File: config.mk
export PLATFORM = sky130hd
export DESIGN_NAME = apb_multi_master_flat
export DESIGN_NICKNAME = d
export VERILOG_FILES = /design/src/rtl/apb_multi_master_if.sv /design/src/rtl/apb_multi_master.sv /design/src/flat_wrapper.sv
export SDC_FILE = /design/constraint.sdc
export NUM_CORES = 1
export LEC_CHECK = 0
export BUFFER_PORTS_ARGS = -buffer_cell sky130_fd_sc_hd__buf_2
export CORE_MARGIN = 3
export CORE_UTILIZATION = 40
export DETAILED_ROUTE_END_ITERATION = 8
export PLACE_DENSITY = 0.67
export SLEW_MARGIN = 30
export SYNTH_ARGS = -nofsm -noshare
export SYNTH_HDL_FRONTEND = slang
export SYNTH_SLANG_ARGS = --single-unit
File: constraint.sdc
create_clock -name PCLK -period 3.95 [get_ports PCLK]
set_clock_uncertainty 0.15 [all_clocks]
set_input_delay 0.1975 -clock PCLK [delete_from_list [all_inputs] [get_ports PCLK]]
set_output_delay 0.1975 -clock PCLK [all_outputs]
set_load 0.03 [all_outputs]
File: src/rtl/apb_multi_master_if.sv
// APB bus bundle between the multi-master bridge (master modport) and its peripherals (slave modport).
interface apb_multi_master_if #(
  parameter int ADDR_WIDTH = 32,
  parameter int DATA_WIDTH = 32,
  parameter int NUM_SLAVES = 4
);
  logic [ADDR_WIDTH-1:0]            PADDR;
  logic [NUM_SLAVES-1:0]            PSEL;
  logic                             PENABLE;
  logic                             PWRITE;
  logic [DATA_WIDTH-1:0]            PWDATA;
  logic [DATA_WIDTH/8-1:0]          PSTRB;
  logic [2:0]                       PPROT;
  logic [NUM_SLAVES*DATA_WIDTH-1:0] PRDATA;
  logic [NUM_SLAVES-1:0]            PREADY;
  logic [NUM_SLAVES-1:0]            PSLVERR;

  modport master (
    output PADDR, PSEL, PENABLE, PWRITE, PWDATA, PSTRB, PPROT,
    input  PRDATA, PREADY, PSLVERR
  );

  modport slave (
    input  PADDR, PSEL, PENABLE, PWRITE, PWDATA, PSTRB, PPROT,
    output PRDATA, PREADY, PSLVERR
  );
endinterface

File: src/rtl/apb_multi_master.sv
// APB master bridge: command FIFO -> address decode -> SETUP/ACCESS transfer -> one-entry response.
// Optional ACCESS wait limit enabled by defining APB_TIMEOUT_EN.

// Per-slave return gate: passes a slave's return channel only while it is selected.
module apb_mm_rtn #(
  parameter int DATA_WIDTH = 32
) (
  input  logic                  sel,
  input  logic [DATA_WIDTH-1:0] prdata,
  input  logic                  pready,
  input  logic                  pslverr,
  output logic [DATA_WIDTH-1:0] rdata,
  output logic                  ready,
  output logic                  err
);
  assign rdata = sel ? prdata : '0;
  assign ready = sel & pready;
  assign err   = sel & pslverr;
endmodule

module apb_multi_master #(
  parameter int DATA_WIDTH      = 32,
  parameter int ADDR_WIDTH      = 32,
  parameter int NUM_SLAVES      = 4,
  parameter int SLAVE_ADDR_BITS = 12,
  parameter int CMD_DEPTH       = 4,
  parameter int TIMEOUT_CYCLES  = 16
) (
  input  logic                    PCLK,
  input  logic                    PRESETn,
  input  logic                    cmd_valid,
  output logic                    cmd_ready,
  input  logic                    cmd_write,
  input  logic [ADDR_WIDTH-1:0]   cmd_addr,
  input  logic [DATA_WIDTH-1:0]   cmd_wdata,
  input  logic [DATA_WIDTH/8-1:0] cmd_strb,
  input  logic [2:0]              cmd_prot,
  output logic                    rsp_valid,
  input  logic                    rsp_ready,
  output logic [DATA_WIDTH-1:0]   rsp_rdata,
  output logic                    rsp_err,
  apb_multi_master_if.master      apb
);
  localparam int STRB_W = DATA_WIDTH/8;
  localparam int PW     = $clog2(CMD_DEPTH);

  typedef struct packed {
    logic                  write;
    logic [ADDR_WIDTH-1:0] addr;
    logic [DATA_WIDTH-1:0] wdata;
    logic [STRB_W-1:0]     strb;
    logic [2:0]            prot;
  } cmd_t;

  typedef enum logic [1:0] {IDLE, SETUP, ACCESS} state_e;

  // ---------------- command FIFO ----------------
  cmd_t          fifo_mem [CMD_DEPTH];
  cmd_t          cmd_in, head;
  logic [PW:0]   wr_ptr, rd_ptr;
  logic          fifo_empty, fifo_full, push, pop;

  assign cmd_in     = '{write: cmd_write, addr: cmd_addr, wdata: cmd_wdata,
                        strb: cmd_strb, prot: cmd_prot};
  assign fifo_empty = (wr_ptr == rd_ptr);
  assign fifo_full  = (wr_ptr[PW] != rd_ptr[PW]) && (wr_ptr[PW-1:0] == rd_ptr[PW-1:0]);
  assign cmd_ready  = !fifo_full;
  // A pop in the same cycle never frees a slot for a push while full.
  assign push       = cmd_valid && !fifo_full;
  assign head       = fifo_mem[rd_ptr[PW-1:0]];

  always_ff @(posedge PCLK) begin
    if (push) fifo_mem[wr_ptr[PW-1:0]] <= cmd_in;
  end

  always_ff @(posedge PCLK or negedge PRESETn) begin
    if (!PRESETn) begin
      wr_ptr <= '0;
      rd_ptr <= '0;
    end else begin
      if (push) wr_ptr <= wr_ptr + (PW+1)'(1);
      if (pop)  rd_ptr <= rd_ptr + (PW+1)'(1);
    end
  end

  // ---------------- decode ----------------
  logic [ADDR_WIDTH-1:0] head_idx;
  logic [NUM_SLAVES-1:0] head_sel;
  logic                  decode_ok;

  assign head_idx  = head.addr >> SLAVE_ADDR_BITS;
  // Out-of-range index shifts the one-hot bit off the top, leaving zero.
  assign head_sel  = NUM_SLAVES'(1) << head_idx;
  assign decode_ok = |head_sel;

  // ---------------- selected slave return channel ----------------
  logic [NUM_SLAVES-1:0][DATA_WIDTH-1:0] rtn_rdata;
  logic [NUM_SLAVES-1:0]                 rtn_ready, rtn_err;
  logic [NUM_SLAVES*DATA_WIDTH-1:0]      prdata_all;
  logic [NUM_SLAVES-1:0]                 psel_q, pready_all, pslverr_all;
  logic [DATA_WIDTH-1:0]                 sel_rdata;
  logic                                  sel_ready, sel_err;

  assign prdata_all  = apb.PRDATA;
  assign pready_all  = apb.PREADY;
  assign pslverr_all = apb.PSLVERR;
  assign psel_q      = apb.PSEL;

  apb_mm_rtn #(.DATA_WIDTH(DATA_WIDTH)) u_rtn [NUM_SLAVES-1:0] (
    .sel     (psel_q),
    .prdata  (prdata_all),
    .pready  (pready_all),
    .pslverr (pslverr_all),
    .rdata   (rtn_rdata),
    .ready   (rtn_ready),
    .err     (rtn_err)
  );

  always_comb begin
    sel_rdata = '0;
    for (int i = 0; i < NUM_SLAVES; i++) sel_rdata = sel_rdata | rtn_rdata[i];
  end
  assign sel_ready = |rtn_ready;
  assign sel_err   = |rtn_err;

  // ---------------- FSM state register ----------------
  state_e state_q, state_d;
  logic   dispatch, tmo_hit;

  assign dispatch = !fifo_empty && (!rsp_valid || rsp_ready);

  always_ff @(posedge PCLK or negedge PRESETn) begin
    if (!PRESETn) state_q <= IDLE;
    else          state_q <= state_d;
  end

`ifdef APB_TIMEOUT_EN
  localparam int TW = $clog2(TIMEOUT_CYCLES + 1);
  logic [TW-1:0] tmo_cnt;

  // Counts ACCESS cycles with PREADY low; cleared on the SETUP->ACCESS edge.
  always_ff @(posedge PCLK or negedge PRESETn) begin
    if (!PRESETn)                            tmo_cnt <= '0;
    else if (state_q == SETUP)               tmo_cnt <= '0;
    else if (state_q == ACCESS && !sel_ready) tmo_cnt <= tmo_cnt + TW'(1);
  end
  assign tmo_hit = (state_q == ACCESS) && !sel_ready && (tmo_cnt == TW'(TIMEOUT_CYCLES - 1));
`else
  assign tmo_hit = 1'b0;
`endif

  // ---------------- FSM next state ----------------
  always_comb begin
    state_d = state_q;
    case (state_q)
      IDLE:    if (dispatch && decode_ok) state_d = SETUP;
      SETUP:   state_d = ACCESS;
      ACCESS:  if (sel_ready || tmo_hit) state_d = IDLE;
      default: state_d = IDLE;
    endcase
  end

  // ---------------- FSM outputs ----------------
  logic                  bus_load, rsp_load, rsp_err_d, penable_d;
  logic [NUM_SLAVES-1:0] psel_d;
  logic [DATA_WIDTH-1:0] rsp_rdata_d;

  always_comb begin
    pop         = 1'b0;
    bus_load    = 1'b0;
    rsp_load    = 1'b0;
    rsp_err_d   = 1'b0;
    rsp_rdata_d = '0;
    psel_d      = psel_q;
    penable_d   = apb.PENABLE;
    case (state_q)
      IDLE: if (dispatch) begin
        pop = 1'b1;
        if (decode_ok) begin
          bus_load  = 1'b1;
          psel_d    = head_sel;
          penable_d = 1'b0;
        end else begin
          rsp_load  = 1'b1;
          rsp_err_d = 1'b1;
        end
      end
      SETUP: penable_d = 1'b1;
      ACCESS: if (sel_ready) begin
        rsp_load    = 1'b1;
        rsp_err_d   = sel_err;
        rsp_rdata_d = (!apb.PWRITE && !sel_err) ? sel_rdata : '0;
        psel_d      = '0;
        penable_d   = 1'b0;
      end else if (tmo_hit) begin
        rsp_load  = 1'b1;
        rsp_err_d = 1'b1;
        psel_d    = '0;
        penable_d = 1'b0;
      end
      default: ;
    endcase
  end

  // ---------------- registered bus and response ----------------
  always_ff @(posedge PCLK or negedge PRESETn) begin
    if (!PRESETn) begin
      apb.PSEL    <= '0;
      apb.PENABLE <= 1'b0;
      apb.PADDR   <= '0;
      apb.PWRITE  <= 1'b0;
      apb.PWDATA  <= '0;
      apb.PSTRB   <= '0;
      apb.PPROT   <= '0;
      rsp_valid   <= 1'b0;
      rsp_err     <= 1'b0;
      rsp_rdata   <= '0;
    end else begin
      apb.PSEL    <= psel_d;
      apb.PENABLE <= penable_d;
      if (bus_load) begin
        apb.PADDR  <= head.addr;
        apb.PWRITE <= head.write;
        apb.PWDATA <= head.wdata;
        apb.PSTRB  <= head.write ? head.strb : '0;
        apb.PPROT  <= head.prot;
      end
      if (rsp_load) begin
        rsp_valid <= 1'b1;
        rsp_err   <= rsp_err_d;
        rsp_rdata <= rsp_rdata_d;
      end else if (rsp_ready) begin
        rsp_valid <= 1'b0;
      end
    end
  end
endmodule

File: src/flat_wrapper.sv
// flat-port wrapper written by rule: the top's interface ports become plain ports
module apb_multi_master_flat 
#(
  parameter int DATA_WIDTH      = 32,
  parameter int ADDR_WIDTH      = 32,
  parameter int NUM_SLAVES      = 4,
  parameter int SLAVE_ADDR_BITS = 12,
  parameter int CMD_DEPTH       = 4,
  parameter int TIMEOUT_CYCLES  = 16
)
  (PCLK, PRESETn, cmd_valid, cmd_ready, cmd_write, cmd_addr, cmd_wdata, cmd_strb, cmd_prot, rsp_valid, rsp_ready, rsp_rdata, rsp_err, apb_PADDR, apb_PSEL, apb_PENABLE, apb_PWRITE, apb_PWDATA, apb_PSTRB, apb_PPROT, apb_PRDATA, apb_PREADY, apb_PSLVERR);
  apb_multi_master_if #(.ADDR_WIDTH(ADDR_WIDTH), .DATA_WIDTH(DATA_WIDTH), .NUM_SLAVES(NUM_SLAVES)) apb_i ();
  input  logic PCLK;
  input  logic PRESETn;
  input  logic cmd_valid;
  output logic cmd_ready;
  input  logic cmd_write;
  input  logic [ADDR_WIDTH-1:0] cmd_addr;
  input  logic [DATA_WIDTH-1:0] cmd_wdata;
  input  logic [DATA_WIDTH/8-1:0] cmd_strb;
  input  logic [2:0] cmd_prot;
  output logic rsp_valid;
  input  logic rsp_ready;
  output logic [DATA_WIDTH-1:0] rsp_rdata;
  output logic rsp_err;
  output wire logic [$bits(apb_i.PADDR)-1:0] apb_PADDR;
  output wire logic [$bits(apb_i.PSEL)-1:0] apb_PSEL;
  output wire logic [$bits(apb_i.PENABLE)-1:0] apb_PENABLE;
  output wire logic [$bits(apb_i.PWRITE)-1:0] apb_PWRITE;
  output wire logic [$bits(apb_i.PWDATA)-1:0] apb_PWDATA;
  output wire logic [$bits(apb_i.PSTRB)-1:0] apb_PSTRB;
  output wire logic [$bits(apb_i.PPROT)-1:0] apb_PPROT;
  input wire logic [$bits(apb_i.PRDATA)-1:0] apb_PRDATA;
  input wire logic [$bits(apb_i.PREADY)-1:0] apb_PREADY;
  input wire logic [$bits(apb_i.PSLVERR)-1:0] apb_PSLVERR;
  assign apb_PADDR = apb_i.PADDR;
  assign apb_PSEL = apb_i.PSEL;
  assign apb_PENABLE = apb_i.PENABLE;
  assign apb_PWRITE = apb_i.PWRITE;
  assign apb_PWDATA = apb_i.PWDATA;
  assign apb_PSTRB = apb_i.PSTRB;
  assign apb_PPROT = apb_i.PPROT;
  assign apb_i.PRDATA = apb_PRDATA;
  assign apb_i.PREADY = apb_PREADY;
  assign apb_i.PSLVERR = apb_PSLVERR;
  apb_multi_master #(.DATA_WIDTH(DATA_WIDTH), .ADDR_WIDTH(ADDR_WIDTH), .NUM_SLAVES(NUM_SLAVES), .SLAVE_ADDR_BITS(SLAVE_ADDR_BITS), .CMD_DEPTH(CMD_DEPTH), .TIMEOUT_CYCLES(TIMEOUT_CYCLES)) u_core (.PCLK(PCLK), .PRESETn(PRESETn), .cmd_valid(cmd_valid), .cmd_ready(cmd_ready), .cmd_write(cmd_write), .cmd_addr(cmd_addr), .cmd_wdata(cmd_wdata), .cmd_strb(cmd_strb), .cmd_prot(cmd_prot), .rsp_valid(rsp_valid), .rsp_ready(rsp_ready), .rsp_rdata(rsp_rdata), .rsp_err(rsp_err), .apb(apb_i));
endmodule
After elaboration in Yosys (flattened, before gate mapping)
Memories as Yosys holds them, arrays and structs flattened.
Cells that the tools add are included.

cells by class
  eq/ne operators = 9
  mux-type cells = 34
  shift operators = 1
  reduce and logical (&&, ||, !) cells = 21
  bitwise gates (word level) = 11
  $add $sub $neg = 2

operators with widths
  cell                                                   number
  two-way mux 32 bit                                     7
  OR 32 bit                                              3
  << shifter 1 x 20 -> 4 bit, first input constant       1
  two-way mux 1 bit                                      16
  two-way mux 4 bit                                      4
  OR reduction 4 bit                                     3
  bitwise AND 1 bit                                      8
  inequality test 2 x 1 -> 1 bit, second input constant  4
  case mux 4 bit (2 select lines)                        1
  AND reduction 4 bit                                    2
  adder 3 x 1 -> 3 bit, second input constant            2
  case mux 2 bit (3 select lines)                        1
  logical AND 1 bit                                      5
  zero test 1 bit                                        5
  two-way mux 2 bit                                      2
  case mux 1 bit (2 select lines)                        2
  nonzero test 2 bit                                     2
  equality test 3 bit                                    1
  case mux 1 bit (3 select lines)                        1
  nonzero test 3 bit                                     1
  equality test 2 x 1 -> 1 bit, second input constant    1
  equality test 2 bit                                    1
  equality test 2 bit, second input constant             1
  zero test 2 bit                                        1
  3 further kinds                                        3

word-level totals
  output and inout bits = 112
  RAM bits = 288
  memories = 1
  bits in registers = 119
  word-level logic and storage cells = 92
  bits of input ports = 212

memories
  name             words  bits a word  rd ports  clocked after Yosys merged registers in  wr ports  line                    text
  u_core.fifo_mem  4      72           1         0                                        1         apb_multi_master.sv:58  cmd_t fifo_mem [CMD_DEPTH];

Longest topological paths before layout
  word-level depth = 7
  depth in mapped cells = 8
  gate-level depth less buffers = 5

By module
From an unflattened synthesis, not the netlist that was laid out.

second synthesis, totals
  cells, all modules = 883
  area, all modules = 16141.7 um^2

by module, submodules not included
  module            area an instance (um^2)  cells each  seq. area each (um^2)  times used
  apb_multi_master  15060.7                  735         11626.2                1
  apb_mm_rtn        270.3                    37          0.0                    4

Least setup slack after synthesis
Ideal clock, no wire load.

  path type = register to register
  from = register u_core.rd_ptr[1]
  to = memory u_core.fifo_mem[3][0] (netlist name), enable pin
  stages on the path, launching flop included = 5
  path slack = 0.512 ns
  buffers on the path = 1
  data arrival time = 2.848 ns
  library setup time = 0.440 ns
  period minus slack after synthesis = 3.438 ns
  data required time = 3.360 ns
  cells stage by stage = dfrtp_1 clkbuf_1 xnor2_1 nand3_1 and3_1

on the way
  word-level cells in the longest chain between the ends = 6

RTL lines
  element                                  line                    text
  from (decl)                              apb_multi_master.sv:60  logic [PW:0] wr_ptr, rd_ptr;
  from (signal assigned)                   apb_multi_master.sv:82  if (pop) rd_ptr <= rd_ptr + (PW+1)'(1);
  equality test 2 bit                      apb_multi_master.sv:66  assign fifo_full = (wr_ptr[PW] != rd_ptr[PW]) && (wr_ptr[PW-1:0] == rd_ptr[PW-1:0]);
  logical AND 1 bit                        apb_multi_master.sv:66
  zero test 1 bit                          --
  named net cmd_ready                      flat_wrapper.sv:16      output logic cmd_ready;
  logical AND 1 bit                        apb_multi_master.sv:69  assign push = cmd_valid && !fifo_full;
  two-way mux 1 bit                        apb_multi_master.sv:73  if (push) fifo_mem[wr_ptr[PW-1:0]] <= cmd_in;
  two-way mux 1 bit (not written as such)  apb_multi_master.sv:73
  to (decl)                                apb_multi_master.sv:58

The timed path passes the listed nets, and every way through them passes these cells.

Worst setup path after layout
  from = register u_core.rd_ptr[1]
  to = register u_core.apb.PWDATA[7]

on the way
  word-level cells in the longest chain between the ends = 6
  elaborated cells on any way between the ends = 9
  classes of those cells = eq/ne (1); shift (1); mux (3); reduce/logical (3); memory (1)

RTL lines
  element                     line                       text
  memory read (4 x 72 bit)    --
  << shifter 1 x 20 -> 4 bit  apb_multi_master.sv:93     assign head_sel = NUM_SLAVES'(1) << head_idx;
  OR reduction 4 bit          apb_multi_master.sv:94     assign decode_ok = |head_sel;
  two-way mux 1 bit           apb_multi_master.sv:179    if (decode_ok) begin
  two-way mux 1 bit           apb_multi_master.sv:177    IDLE: if (dispatch) begin
  two-way mux 1 bit           apb_multi_master.sv:176    case (state_q)
  to (signal assigned)        apb_multi_master.sv:224    apb.PWDATA <= head.wdata;
  to (decl)                   apb_multi_master_if.sv:19  output PADDR, PSEL, PENABLE, PWRITE, PWDATA, PSTRB, PPROT,

Parallel ways exist; a longest one is shown, timed or not.
A chain may end at the register's enable or synchronous reset.

==> run summary <==
The sequential-to-total area share from yosys stat came out at 0.7559. The prevailing post-synth register cell is sky130_fd_sc_hd__edfxtp_1. The count of final hold-check violations came out at 0. In this run the clock root is driven by a sky130_fd_sc_hd__clkbuf_16. The average cell area after synthesis is 18.80 µm². The total internal power came out at 7.819 mW. In the routed design, unresolved DRC markers number 0. The count of state elements after synthesis came out at 407. The final design instance area without fill came out at 20440 µm². The number of enable-type register cells in the synthesized netlist is 288. For this configuration, the core starts out at a cell density of 0.4074. Setup repair after global routing left no endpoint under its margin. The power per unit of standard cell area is 494.9 nW/µm². STA classifies the critical path startpoint as a flop. The flow ran to the end, and the final reports show no timing, DRC or antenna violations. The clock latency on the worst-skew pair came out at 0.55 ns. The highest routed metal layer is met5. The number of H-tree branching levels is 2. The endpoint type of the worst setup path is a flop. The slew at the pin with the worst max-slew slack came out at 0.7880 ns. In the post-synthesis netlist, the cell with the most instances is sky130_fd_sc_hd__edfxtp_1. The critical path required time came out at 4.22 ns. The starting DRC count in detailed routing is 566.

The area overhead of the layout relative to synthesis is 32.87%. Excluding fillers, the count of instances in the completed layout stands at 1844. The routed length on met3 came out at 2318 µm. The part of the total power dissipated in combinational logic came out at 0.094.

The switching power is 2.295 mW. Based on the critical path, the design can be clocked at up to 321.5 MHz. After detailed routing, the met2 layer carries 19960 µm of wire. Setup violations remaining at the end of the flow were counted as 0. The number of nets at the end of the flow came out at 1517. Max-cap violations in this run came to 0. The clock tree from TritonCTS is built.

The floorplan has 71 rows. After detailed routing, the average wire length per cell comes to 20.98 µm. The setup fix buffers added after clock tree synthesis is 0. The total routed wire length on the met1 layer came out at 15170 µm. The fraction of power spent switching nets is 0.2269. The HPWL after detailed placement is 25200 µm.

The number of sinks handled by clock tree synthesis came out at 407. The startpoint of the most critical register-to-register path is u_core.rd_ptr[1]$_DFFE_PN0P_. The post-synthesis net count is 1035. The number of max-slew violations in the final report is 0. The power share of the clock group is 0.375. The share of post-route cells with drive strength above 1 came out at 0.3498. The fraction of synthesized cell area taken by the top area cell type came out at 0.5623. The vias after detailed routing is 9347. The number of buffers on the longest clock path came out at 3.

The area of the mapped netlist came out at 15380 µm². The relative slew slack is 0.4747. The number of cells in the design after placement came out at 1620.

The classification of the worst setup path is reg2reg. The number of ports placed on the die boundary came out at 324. The via count normalized by instance count came out at 5.069. The arrival time of the worst setup path is 3.38 ns. Wires add up to 38680 µm.

The overall overflow remaining after global route came out at 0. The placeable core region came out at 37760 µm². In this run the critical register-to-register path is captured at u_core.apb.PWDATA[7]$_DFFE_PN0P_. The post-route antenna net violation count came out at 0.

The initial antenna violation count is 2. The area of the die is 40840 µm². Counting instances in the post-synthesis netlist gives the leading cell types as sky130_fd_sc_hd__edfxtp_1 (288), sky130_fd_sc_hd__dfrtp_1 (119), sky130_fd_sc_hd__mux4_2 (54).

Across the VDD grid, the largest voltage drop is 0.4077 mV. The path class of the tightest hold or removal check is in2async. Before antenna repair, the detailed router went through 4 iterations.

The total CTS buffers is 43. The number of global-route vias before repair is 10010. The launching instance or port of the critical path is u_core.rd_ptr[1]$_DFFE_PN0P_. The number of cells on the worst reg-to-reg path is 6. The first global-routing pass estimated 58660 µm of wire.

The total global-route track usage is 0.1883. The cell area after placement came out at 17640 µm². In this run, distinct cell masters in the synthesized netlist total 41. The clock period minus final worst setup slack is 3.111 ns. The top fanout value on the critical path came out at 31. Of all flip-flops after synthesis, the portion carrying an async set or reset was 0.2924.

The chip width came out at 202.1 µm. Ranked by total cell area, the synthesized netlist is headed by sky130_fd_sc_hd__edfxtp_1 (56%), sky130_fd_sc_hd__dfrtp_1 (19%), sky130_fd_sc_hd__mux4_2 (7.9%). The register share of total power is 0.531. The aggregate negative setup slack is 0 ns.

Routability-driven placement finished with a final weighted congestion of 0.8352. The count of synthesis-stage warnings from yosys is 0. The post-route clock period utilization is 0.7876.

Entering global routing, the biggest net connects 76 pins. The total of buffers placed on input and output ports is 323. The slack of the worst reg-to-reg path came out at 0.84 ns. The die is 202.1 µm tall.

Clock-pin slew was measured on the worst setup and hold paths at 0.06 ns. The gate count after technology mapping is 818. sky130_fd_sc_hd__edfxtp_1 takes more of the synthesized area than any other cell. The static power due to leakage is 8.216 nW.
cell families (layout without fill, tap and decap cells):
group	after synthesis	in the layout	synth area share
xor+xnor	7	7	0.003986
buf+inv	62	576	0.01985
compound gates	112	112	0.05719
flops	407	407	0.7559
mux	112	112	0.1209
fa+ha+maj	5	5	0.004068
other cells	0	1	0
simple gates	113	113	0.03807
sequential cells by signal (all words and copies together) (netlist names):
register and cells:
u_core.apb.PADDR 32, u_core.apb.PENABLE 1, u_core.apb.PPROT 3, u_core.apb.PSEL 4
u_core.apb.PSTRB 4, u_core.apb.PWDATA 32, u_core.apb.PWRITE 1, u_core.fifo_mem 288
u_core.rd_ptr 3, u_core.rsp_err 1, u_core.rsp_rdata 32, u_core.rsp_valid 1
u_core.state_q 2, u_core.wr_ptr 3
cell usage in the layout (no fill, tap or decap), types with 9 or more instances in the layout:
cell type / netlist / final
sky130_fd_sc_hd__o22ai_1: 32 / 32
sky130_fd_sc_hd__mux2_1: 50 / 50
sky130_fd_sc_hd__clkbuf_1: 33 / 15
sky130_fd_sc_hd__clkbuf_16: 0 / 43
sky130_fd_sc_hd__buf_2: 10 / 322
sky130_fd_sc_hd__edfxtp_1: 288 / 288
sky130_fd_sc_hd__dlygate4sd3_1: 0 / 146
sky130_fd_sc_hd__nor4_1: 15 / 15
sky130_fd_sc_hd__mux4_2: 54 / 54
sky130_fd_sc_hd__a22o_1: 32 / 32
sky130_fd_sc_hd__nand2_1: 53 / 53
sky130_fd_sc_hd__buf_4: 4 / 14
sky130_fd_sc_hd__and2_1: 19 / 19
sky130_fd_sc_hd__inv_1: 9 / 9
sky130_fd_sc_hd__dfrtp_1: 119 / 117
sky130_fd_sc_hd__a221oi_1: 32 / 32
per-layer routing:
layer	global-route usage	vias to the layer above
met3	0.03833	78
met2	0.3407	316
met1	0.2228	4702
li1	-	4249
met5	0	-
met4	0.06878	2
how the worst max path moves through the flow:
| stage | slack [ns] | to | cells after the start |
|---|---|---|---|
| global placement | 0.79 | u_core.apb.PWDATA[3]$_DFFE_PN0P_ | 6 |
| finish | 0.84 | u_core.apb.PWDATA[7]$_DFFE_PN0P_ | 6 |
| detailed placement | 0.81 | u_core.apb.PWDATA[5]$_DFFE_PN0P_ | 6 |
| CTS | 0.79 | u_core.apb.PWDATA[7]$_DFFE_PN0P_ | 6 |
| global route | 0.63 | u_core.apb.PWDATA[0]$_DFFE_PN0P_ | 6 |
| floorplan | 0.51 | u_core.fifo_mem[3][0]$_DFFE_PP_ | 4 |
worst max-delay path, stage by stage, from the launching register on:
cell and delay, ns:
sky130_fd_sc_hd__dfrtp_2 0.64, sky130_fd_sc_hd__nor4b_1 0.44, sky130_fd_sc_hd__nand3_1 0.14, sky130_fd_sc_hd__nand4_1 0.25
sky130_fd_sc_hd__nand4_4 0.56, sky130_fd_sc_hd__buf_12 0.41, sky130_fd_sc_hd__mux2_1 0.34
timing repair:
item	CTS	global route
hold endpoints to repair	398	0
hold buffers	146	0
resized for setup	0	0
power groups by stage:
| stage | logic, mW | registers (mW) | clock network, mW |
|---|---|---|---|
| 2_1_floorplan | 0.430 | 5.46 | 0 |
| 3_3_place_gp | 0.874 | 5.43 | 0 |
| 3_5_place_dp | 0.889 | 5.46 | 0 |
| 4_1_cts | 0.981 | 5.38 | 3.91 |
| 5_1_grt | 1.05 | 5.42 | 4.08 |
| 6_report | 0.949 | 5.37 | 3.80 |
area by class of cell:
cell class | count | area (µm²)
clock buffer | 61 | 1174
timing repair buffer | 490 | 3316
sequential | 407 | 11630
fill | 3004 | 17320
tap | 511 | 639.4
antenna | 1 | 2.502
multi-input combinational | 349 | 3485
clock inverter | 16 | 155.1
inverter | 9 | 33.78
stage by stage:
step | power, mW | setup slack, ns | hold slack (ns) | utilization
after global routing | 10.54 | 0.6274 | 0.1907 | 0.5413
after floorplan | 5.886 | 0.5118 | -0.2481 | -
after detailed placement | 6.347 | 0.8147 | 0.1485 | 0.4672
final | 10.11 | 0.8391 | 0.1414 | 0.5413
after global placement | 6.306 | 0.7922 | 0.1527 | 0.4668
after CTS | 10.27 | 0.7865 | 0.1262 | 0.5411
Power figures use the tool's default switching activity.
